`config.mk`:
```
export PLATFORM = sky130hd
export DESIGN_NAME = multicycle_control_unit
export DESIGN_NICKNAME = d
export VERILOG_FILES = /design/src/rtl/multicycle_control_unit.sv
export SDC_FILE = /design/constraint.sdc
export NUM_CORES = 1
export LEC_CHECK = 0
export ABC_AREA = 1
export ABC_CLOCK_PERIOD_IN_PS = 1700
export CAP_MARGIN = 10
export CORE_AREA = 3 3 56 109
export CTS_CLUSTER_SIZE = 20
export DETAILED_ROUTE_END_ITERATION = 8
export DIE_AREA = 0 0 59 112
export PLACE_DENSITY_LB_ADDON = 0.08
export SLEW_MARGIN = 20
export SYNTH_ARGS = -nofsm -noshare
export SYNTH_HDL_FRONTEND = slang
export SYNTH_SLANG_ARGS = --single-unit
```
`constraint.sdc`:
```
create_clock -name clock -period 1.7 [get_ports clock]
set_clock_uncertainty 0.1 [all_clocks]
set_input_delay 0.34 -clock clock [delete_from_list [all_inputs] [get_ports clock]]
set_output_delay 0.34 -clock clock [all_outputs]
set_load 0.005 [all_outputs]
```
`src/rtl/multicycle_control_unit.sv`:
```
// Moore sequencer for the 32-bit multicycle MIPS-style datapath: drives every
// register enable and mux select, flags illegal opcodes and counts retirements.
module multicycle_control_unit #(
  parameter int CNT_W       = 32,
  parameter bit MEM_WAIT_EN = 1'b1
) (
  input  logic             clock,
  input  logic             reset_n,
  input  logic [5:0]       opcode,
  input  logic             zero,
  input  logic             mem_ready,
  output logic             pc_write,
  output logic             pc_write_cond,
  output logic             ior_d,
  output logic             mem_read,
  output logic             mem_write,
  output logic             ir_write,
  output logic             mem_to_reg,
  output logic             reg_dst,
  output logic             reg_write,
  output logic             alu_src_a,
  output logic [1:0]       alu_src_b,
  output logic [1:0]       alu_op,
  output logic [1:0]       pc_source,
  output logic [3:0]       state,
  output logic             illegal_op,
  output logic [CNT_W-1:0] retired
);

  localparam logic [3:0] FETCH  = 4'd0;
  localparam logic [3:0] DECODE = 4'd1;
  localparam logic [3:0] MEMADR = 4'd2;
  localparam logic [3:0] MEMRD  = 4'd3;
  localparam logic [3:0] MEMWB  = 4'd4;
  localparam logic [3:0] MEMWR  = 4'd5;
  localparam logic [3:0] EXEC   = 4'd6;
  localparam logic [3:0] ALUWB  = 4'd7;
  localparam logic [3:0] BRANCH = 4'd8;
  localparam logic [3:0] ADDIEX = 4'd9;
  localparam logic [3:0] ADDIWB = 4'd10;
  localparam logic [3:0] JUMP   = 4'd11;

  localparam logic [5:0] OP_RTYPE = 6'b000000;
  localparam logic [5:0] OP_J     = 6'b000010;
  localparam logic [5:0] OP_BEQ   = 6'b000100;
  localparam logic [5:0] OP_ADDI  = 6'b001000;
  localparam logic [5:0] OP_LW    = 6'b100011;
  localparam logic [5:0] OP_SW    = 6'b101011;

  // The branch decision is taken in the datapath from pc_write_cond and zero.
  logic unused_zero;
  assign unused_zero = zero;

  logic       ready;
  logic [3:0] next_state;
  logic       decode_illegal;
  logic       retire;
  logic       pc_write_raw, ir_write_raw, reg_write_raw, mem_write_raw, pc_write_cond_raw;

  assign ready = MEM_WAIT_EN ? mem_ready : 1'b1;

  always_comb begin
    // NOTE: every combinational output gets a default first so no path can infer a latch.
    next_state     = FETCH;
    decode_illegal = 1'b0;
    unique case (state)
      FETCH:  next_state = ready ? DECODE : FETCH;
      DECODE: begin
        unique case (opcode)
          OP_LW, OP_SW: next_state = MEMADR;
          OP_RTYPE:     next_state = EXEC;
          OP_BEQ:       next_state = BRANCH;
          OP_ADDI:      next_state = ADDIEX;
          OP_J:         next_state = JUMP;
          default: begin
            next_state     = FETCH;
            decode_illegal = 1'b1;
          end
        endcase
      end
      MEMADR: next_state = (opcode == OP_LW) ? MEMRD : MEMWR;
      MEMRD:  next_state = ready ? MEMWB : MEMRD;
      MEMWR:  next_state = ready ? FETCH : MEMWR;
      EXEC:   next_state = ALUWB;
      ADDIEX: next_state = ADDIWB;
      default: next_state = FETCH;
    endcase
  end

  always_comb begin
    pc_write_raw      = 1'b0;
    pc_write_cond_raw = 1'b0;
    ior_d             = 1'b0;
    mem_read          = 1'b0;
    mem_write_raw     = 1'b0;
    ir_write_raw      = 1'b0;
    mem_to_reg        = 1'b0;
    reg_dst           = 1'b0;
    reg_write_raw     = 1'b0;
    alu_src_a         = 1'b0;
    alu_src_b         = 2'b00;
    alu_op            = 2'b00;
    pc_source         = 2'b00;
    unique case (state)
      FETCH: begin
        mem_read     = 1'b1;
        alu_src_b    = 2'b01;
        ir_write_raw = ready;
        pc_write_raw = ready;
      end
      DECODE: alu_src_b = 2'b11;
      MEMADR, ADDIEX: begin
        alu_src_a = 1'b1;
        alu_src_b = 2'b10;
      end
      MEMRD: begin
        mem_read = 1'b1;
        ior_d    = 1'b1;
      end
      MEMWB: begin
        reg_write_raw = 1'b1;
        mem_to_reg    = 1'b1;
      end
      MEMWR: begin
        mem_write_raw = 1'b1;
        ior_d         = 1'b1;
      end
      EXEC: begin
        alu_src_a = 1'b1;
        alu_op    = 2'b10;
      end
      ALUWB: begin
        reg_write_raw = 1'b1;
        reg_dst       = 1'b1;
      end
      BRANCH: begin
        alu_src_a         = 1'b1;
        alu_op            = 2'b01;
        pc_write_cond_raw = 1'b1;
        pc_source         = 2'b01;
      end
      ADDIWB: reg_write_raw = 1'b1;
      JUMP: begin
        pc_write_raw = 1'b1;
        pc_source    = 2'b10;
      end
      default: ;
    endcase
  end

  // State sits at FETCH during reset, so the enables must be gated explicitly.
  assign pc_write      = pc_write_raw      & reset_n;
  assign pc_write_cond = pc_write_cond_raw & reset_n;
  assign ir_write      = ir_write_raw      & reset_n;
  assign reg_write     = reg_write_raw     & reset_n;
  assign mem_write     = mem_write_raw     & reset_n;

  assign retire = (state == MEMWB) || (state == ALUWB) || (state == ADDIWB) ||
                  (state == BRANCH) || (state == JUMP) || ((state == MEMWR) && ready);

  always_ff @(posedge clock or negedge reset_n) begin
    if (!reset_n) begin
      state      <= FETCH;
      illegal_op <= 1'b0;
      retired    <= '0;
    end else begin
      // NOTE: non-blocking assignments so every register samples pre-edge values.
      state      <= next_state;
      illegal_op <= (state == DECODE) && decode_illegal;
      if (retire) retired <= retired + CNT_W'(1);
    end
  end

endmodule

```
==> results of run 1 <==
[worst max-delay path, cell delays in order (launching register included)]
cell and delay [ns]:
dfrtp_2 0.46, buf_6 0.14, buf_4 0.14, nor2_4 0.12
nand2_4 0.08, buf_6 0.13, nor2_4 0.09, nor2_4 0.05
nand2_4 0.14, buf_8 0.17, buf_8 0.13, nand2_1 0.08
nand2_1 0.10
[power by group]
| group | switching, W | internal [W] | total, W |
|---|---|---|---|
| logic | 0.000739 | 0.000730 | 0.00147 |
| clock network | 0.000371 | 0.000291 | 0.000662 |
| registers | 0.0000722 | 0.000956 | 0.00103 |
[worst max path at each step]
stage                    start     endpoint  slack [ns]  cells past startpoint
floorplan           retired[0]  retired[18]        0.14                     10
global placement     mem_ready     pc_write       -0.33                      4
detailed placement   mem_ready     pc_write       -0.34                      4
CTS                   state[0]    mem_write       -0.21                      7
global route          state[3]  retired[15]       -0.37                     12
finish                state[3]  retired[15]       -0.33                     12
[flip-flops by register name (all words and copies together), names as in the netlist]
name        cells
illegal_op      1
retired        32
state           4
[routing by layer]
metal,GRT usage,wire length [um]
met5,0,0
met4,0.2133,1007
met3,0.05104,792
met2,0.5517,6474
met1,0.2663,3633
[what timing repair did]
action	CTS	global route
pin swaps	17	46
setup endpoints to repair	82	58
resized for setup	148	103
setup buffers	45	18
cloned	0	1
[Yosys cell counts]
| master | n | area [um^2] |
|---|---|---|
| a211oi_1 | 1 | 7.510 |
| nor2_4 | 1 | 11.26 |
| nor3_1 | 2 | 10.01 |
| a21oi_1 | 3 | 15.01 |
| nand2_4 | 1 | 11.26 |
| nor2_2 | 4 | 25.02 |
| nand4_1 | 3 | 18.77 |
| nand3b_1 | 3 | 22.52 |
| buf_4 | 2 | 15.01 |
| buf_2 | 2 | 10.01 |
| nor2_1 | 79 | 296.5 |
| buf_6 | 3 | 33.78 |
| nand3_1 | 22 | 110.1 |
| nor3b_1 | 1 | 7.510 |
| nand2_1 | 185 | 694.4 |
| or2_2 | 1 | 6.260 |
| xor2_1 | 12 | 105.1 |
| inv_1 | 44 | 165.2 |
| o21ai_0 | 17 | 85.08 |
| xnor2_1 | 1 | 8.760 |
| ha_1 | 1 | 12.51 |
| inv_2 | 4 | 15.01 |
| nand2_2 | 2 | 12.51 |
| dfrtp_1 | 37 | 925.9 |
[final cells by class]
type | instances | area (um^2)
Clock buffer | 5 | 68.82
Clock inverter | 3 | 22.52
Fill cell | 320 | 810.8
Inverter | 48 | 206.4
Multi-Input combinational cell | 339 | 1777
Sequential cell | 37 | 942.2
Tap cell | 60 | 75.07
Timing Repair Buffer | 168 | 1518
[per-stage QoR]
stage / cell area (um^2) / setup TNS [ns] / setup slack, ns
2_1_floorplan: 2625 / 0 / 0.1414
3_3_place_gp: 3577 / -7.448 / -0.3323
3_5_place_dp: 3577 / -8.746 / -0.3405
4_1_cts: 4129 / -5.652 / -0.2057
5_1_grt: 4609 / -12.87 / -0.3739
6_report: 4609 / -10.74 / -0.3279
[logic make-up after synthesis]
group / count (synthesis)
xor+xnor: 13
compound gates: 21
simple gates: 304
fa+ha+maj: 1
buf+inv: 55
flops: 37
==> out/qor.yml, run 1 <==
sta:
  slew_violations: 0
  fin_crit_sh: 1.193
  hold_violations: 0
  worst_slew_margin_rel: 0.6732
  fmax_mhz: 493.1
  whs_ns: 0.09903
  tightest_slew_ns: 0.4902
  final.setup.worst_slack_ns: -0.3279
  rsz0062_at_grt: "true"
  post-route-min-period_ns: 2.028
  setup_viol: 53
place:
  dp_cells: 589
  portBuffers: 61
  dp_hpwl_mm: 6.383
  place_congestion: 0.9510
critical_path:
  critPathMaxFanout: 7
  path_class: "flop to flop"
  r2r_setup_slack_ns: -0.33
  cp-start-kind: "flop"
  worstPathRequired_ns: 1.84
  r2r-end: "retired[15]"
  endpoint_kind: "flop"
  r2r-start: "state[3]"
  reg2reg_depth: 12
  worst_ep_arrival_time_ns: 2.17
clocking:
  cts_tree: "yes"
  clockBufferDepth: 2
  clk_latency_ns: 0.32
  cts-root-buf: "clkbuf_8"
  cts-hold-fix-buffers: 0
  cts_buffers: 5
  clkTransAtPathRegs_ns: 0.08
  clock-sinks: 37
  ctsHtreeMaxLevel: 2
die:
  initial_core_util: 0.4843
  die_area_um2: 6608
  io_pins: 63
  die_w_um: 59
  die_h_um: 112
  core_um2: 5420
  fp-row-count: 38
route:
  drtIter0Drc: 318
  wl_per_cell_um: 18.04
  drt_drc_violations_left: 0
  wirelength_mm: 11.91
  vias: 3663
  viasPerCell: 5.550
  dr.pass1.iters: 7
  antenna_left: 0
yosys:
  synthAdderAreaFrac: 0.004766
  synthDistinctLibCells: 24
  avgSynthCellArea_um2: 6.091
  synth_top_family_by_area: "simple AND/OR/NAND/NOR gates"
  synth-xor-area-share: 0.04337
  synth_nets: 442
  yosys.area_share.simple: 0.4671
  synth_compound_area_frac: 0.04099
  synthMuxAreaShare: 0
  syn_area_um2: 2625
  synthCells: 431
  ys_ff_latch: 37
  synth_seq_area_share: 0.3527
  ys_warn_count: 0
final_layout:
  mostFrequentLayoutCells: "nand2_1, buf_4, nor2_1"
  fin_cells: 660
  final_common_cell: "nand2_1"
  diodes: 0
  fin_util: 0.8504
  area_delta_synth_final_pct: 75.60
  nNetsFinal: 610
  drive_gt1_frac: 0.3950
global_routing:
  track_usage: 0.2971
  grt_pass1_vias: 3412
  antenna_found_initial: 0
  grt_first_pass_wirelength_mm: 14.98
  grt_overflow: 0
  grt_max_degree: 38
run_status:
  outcome: "finished with violations"
  violations: "setup timing"
power_and_ir_drop:
  vdd_drop_max_uv: 838.4
  p_leak_nw: 2.365
  power_w: 0.003159
  power.density_nw_per_um2: 685.3
job:
  cap_violations: 0
hold_path:
  hold_class: "primary input to async pin"
Note: power is estimated with default switching activity, not from simulation.
==> inputs of run 2 (changes only) <==
CTS_CLUSTER_DIAMETER = 200   (was unset)
==> results of run 2 <==
The final DEF is identical to that of run 1; final timing and power are the same.
==> inputs of run 3 (changes only) <==
ABC_CLOCK_PERIOD_IN_PS = 1800   (was 1700)
CORE_AREA = 3 3 59 115   (was 3 3 56 109)
DIE_AREA = 0 0 62 118   (was 0 0 59 112)
clock period = 1.8 ns   (was 1.7 ns; I/O delays follow)
==> run 3 against run 2 <==
The flow still finishes with violations (setup timing). Hold slack improved by 0.050 ns. Wire length is 23% lower. Flip-flop and latch count did not move. Combinational power is 20% lower. Sequential power is 3% lower. Worst setup slack gained 0.26 ns. Sequential share of layout area is 1.6 points higher. Cell count shrank 3.5%. Global-route usage down 3.9 points. Power increased by 0.54%. Clock-buffer cell count rose by 1. Core utilization is 15 points lower. Critical path type is now flop to output port. Critical endpoint is now pc_write. Largest cell class unchanged. Highest routed layer unchanged.
==> out/qor.yml, run 3 (synthesis results as in run 1) <==
run_status:
  outcome: "finished with violations"
  violations: "setup timing"
critical_path:
  crit_top_cell: "buf_6"
  worst_ep_arrival_time_ns: 1.41
  cp_slowest_cell: "dfrtp_2"
  critPathMaxFanout: 3
  r2r-end: "retired[10]"
  r2r-start: "state[0]"
  crit_chain: "buf_6, nor2_4, buf_6, nand3_4, a21oi_2, buf_2"
  r2r_setup_slack_ns: -0.05
  endpoint_kind: "output port"
  cp-start-kind: "flop"
  path_class: "flop to output port"
  worstPathRequired_ns: 1.34
  reg2reg_depth: 12
  slowest_delay_ns: 0.42
job:
  cap_violations: 0
sta:
  final.setup.worst_slack_ns: -0.07247
  hold_violations: 0
  worst_slew_margin_rel: 0.6766
  slew_violations: 0
  whs_ns: 0.1493
  fin_crit_sh: 1.040
  tightest_slew_ns: 0.4851
  setup_viol: 35
  fmax_mhz: 534.1
  post-route-min-period_ns: 1.872
  rsz0062_at_grt: "true"
final_layout:
  fin_util: 0.7000
  drive_gt1_frac: 0.2821
  fillers: 525
  largestRegisters: "retired: 32 flops, state: 4 flops, illegal_op: 1 flops"
  nNetsFinal: 563
  largest_reg_flops: 32
  final_common_cell: "nand2_1"
  seqCellArea_um2: 935.9
  area_delta_synth_final_pct: 61.49
  mostFrequentLayoutCells: "nand2_1, nor2_1, clkdlybuf4s50_1"
  top_register: "retired"
  diodes: 0
  fin_cells: 637
  multi_input_area_um2: 1705
die:
  io_pins: 63
  fp-row-count: 40
  initial_core_util: 0.4335
  die_w_um: 62
  die_area_um2: 7316
  die_h_um: 118
  core_um2: 6056
place:
  dp_hpwl_mm: 6.515
  preCtsSetupSlack_ns: -0.2677
  portBuffers: 61
  place_congestion: 0.8759
  dp_cells: 605
route:
  drt_drc_violations_left: 0
  antenna_left: 0
  wirelength_mm: 9.199
  viasPerCell: 5.055
  drtIter0Drc: 163
  vias: 3220
  wl_per_cell_um: 14.44
  dr.pass1.iters: 5
clocking:
  clock-sinks: 37
  clk_latency_ns: 0.28
  clkTransAtPathRegs_ns: 0.06
  clockBufferDepth: 2
  cts_buffers: 5
  ctsHtreeMaxLevel: 2
  cts-root-buf: "clkbuf_16"
  cts_tree: "yes"
power_and_ir_drop:
  power.density_nw_per_um2: 749.2
  power_w: 0.003176
  p_leak_nw: 2.057
  vdd_drop_max_uv: 538.0
global_routing:
  grt_pass1_vias: 3086
  grt_overflow: 0
  grt_max_degree: 38
  grt_first_pass_wirelength_mm: 14.10
  antenna_found_initial: 0
  track_usage: 0.2580
hold_path:
  hold_class: "primary input to async pin"
==> run 3: cell types whose count changed in the layout (fill, tap and decap cells not counted), moves of 9 or more <==
cell             previous run  this run
dlygate4sd2_1              11         2
nand2_2                    32        15
buf_4                      78        37
clkdlybuf4s50_1            30        42
nand2_1                   146       164
==> run 3: through the flow <==
stage                     area, um^2  setup TNS [ns]
after floorplan                 2625               0
after global placement          3547          -5.861
after detailed placement        3547          -7.064
after CTS                       4005          -1.686
after global routing            4239          -3.501
final                           4239         -0.8395
==> run 3: layout make-up <==
| cell class | count | area share |
|---|---|---|
| well taps | 84 | 0.02479 |
| clock inverters | 2 | 0.009150 |
| clock buffers | 6 | 0.03040 |
| flip-flops and latches | 37 | 0.2208 |
| repair buffers | 121 | 0.2639 |
| multi-input cells | 339 | 0.4023 |
| inverters | 48 | 0.04870 |
==> run 3: per-layer routing <==
metal  track usage  wire length (um)  up-vias
met5             0                 0        -
met4        0.1594               642        0
met3       0.05598               447       44
met2        0.4656              5121      115
met1        0.2368              2988     1501
li1              -                 -     1560
==> run 3: worst max-delay path by stage <==
stage	start	endpoint	slack [ns]	cells past startpoint
global placement	mem_ready	pc_write	-0.27	4
global route	state[0]	retired[30]	-0.12	12
floorplan	retired[0]	retired[18]	0.24	10
detailed placement	mem_ready	pc_write	-0.27	4
CTS	state[3]	alu_src_b[1]	-0.08	7
finish	state[3]	pc_write	-0.07	6
==> run 3: what timing repair did <==
action                     4_1_cts  5_1_grt
hold endpoints to repair         0        0
pin swaps                       10       19
hold buffers                     0        0
gates resized for setup        127       60
setup buffers                   13        9
setup endpoints to repair       52       52
cloned                           3        1
==> run 3: power breakdown <==
part           switching [W]  total (W)  internal, W  leakage, nW
registers          0.0000895   0.000995     0.000905        0.494
logic               0.000565    0.00118     0.000612         1.48
clock network       0.000348    0.00100     0.000656       0.0810
total                0.00100    0.00318      0.00217         2.06
==> run 3: critical path: cells and delay by family (launching register included) <==
kind,cells,cell delay [ns]
compound gates,1,0.11
buf+inv,3,0.36
simple gates,2,0.22
flops,1,0.42
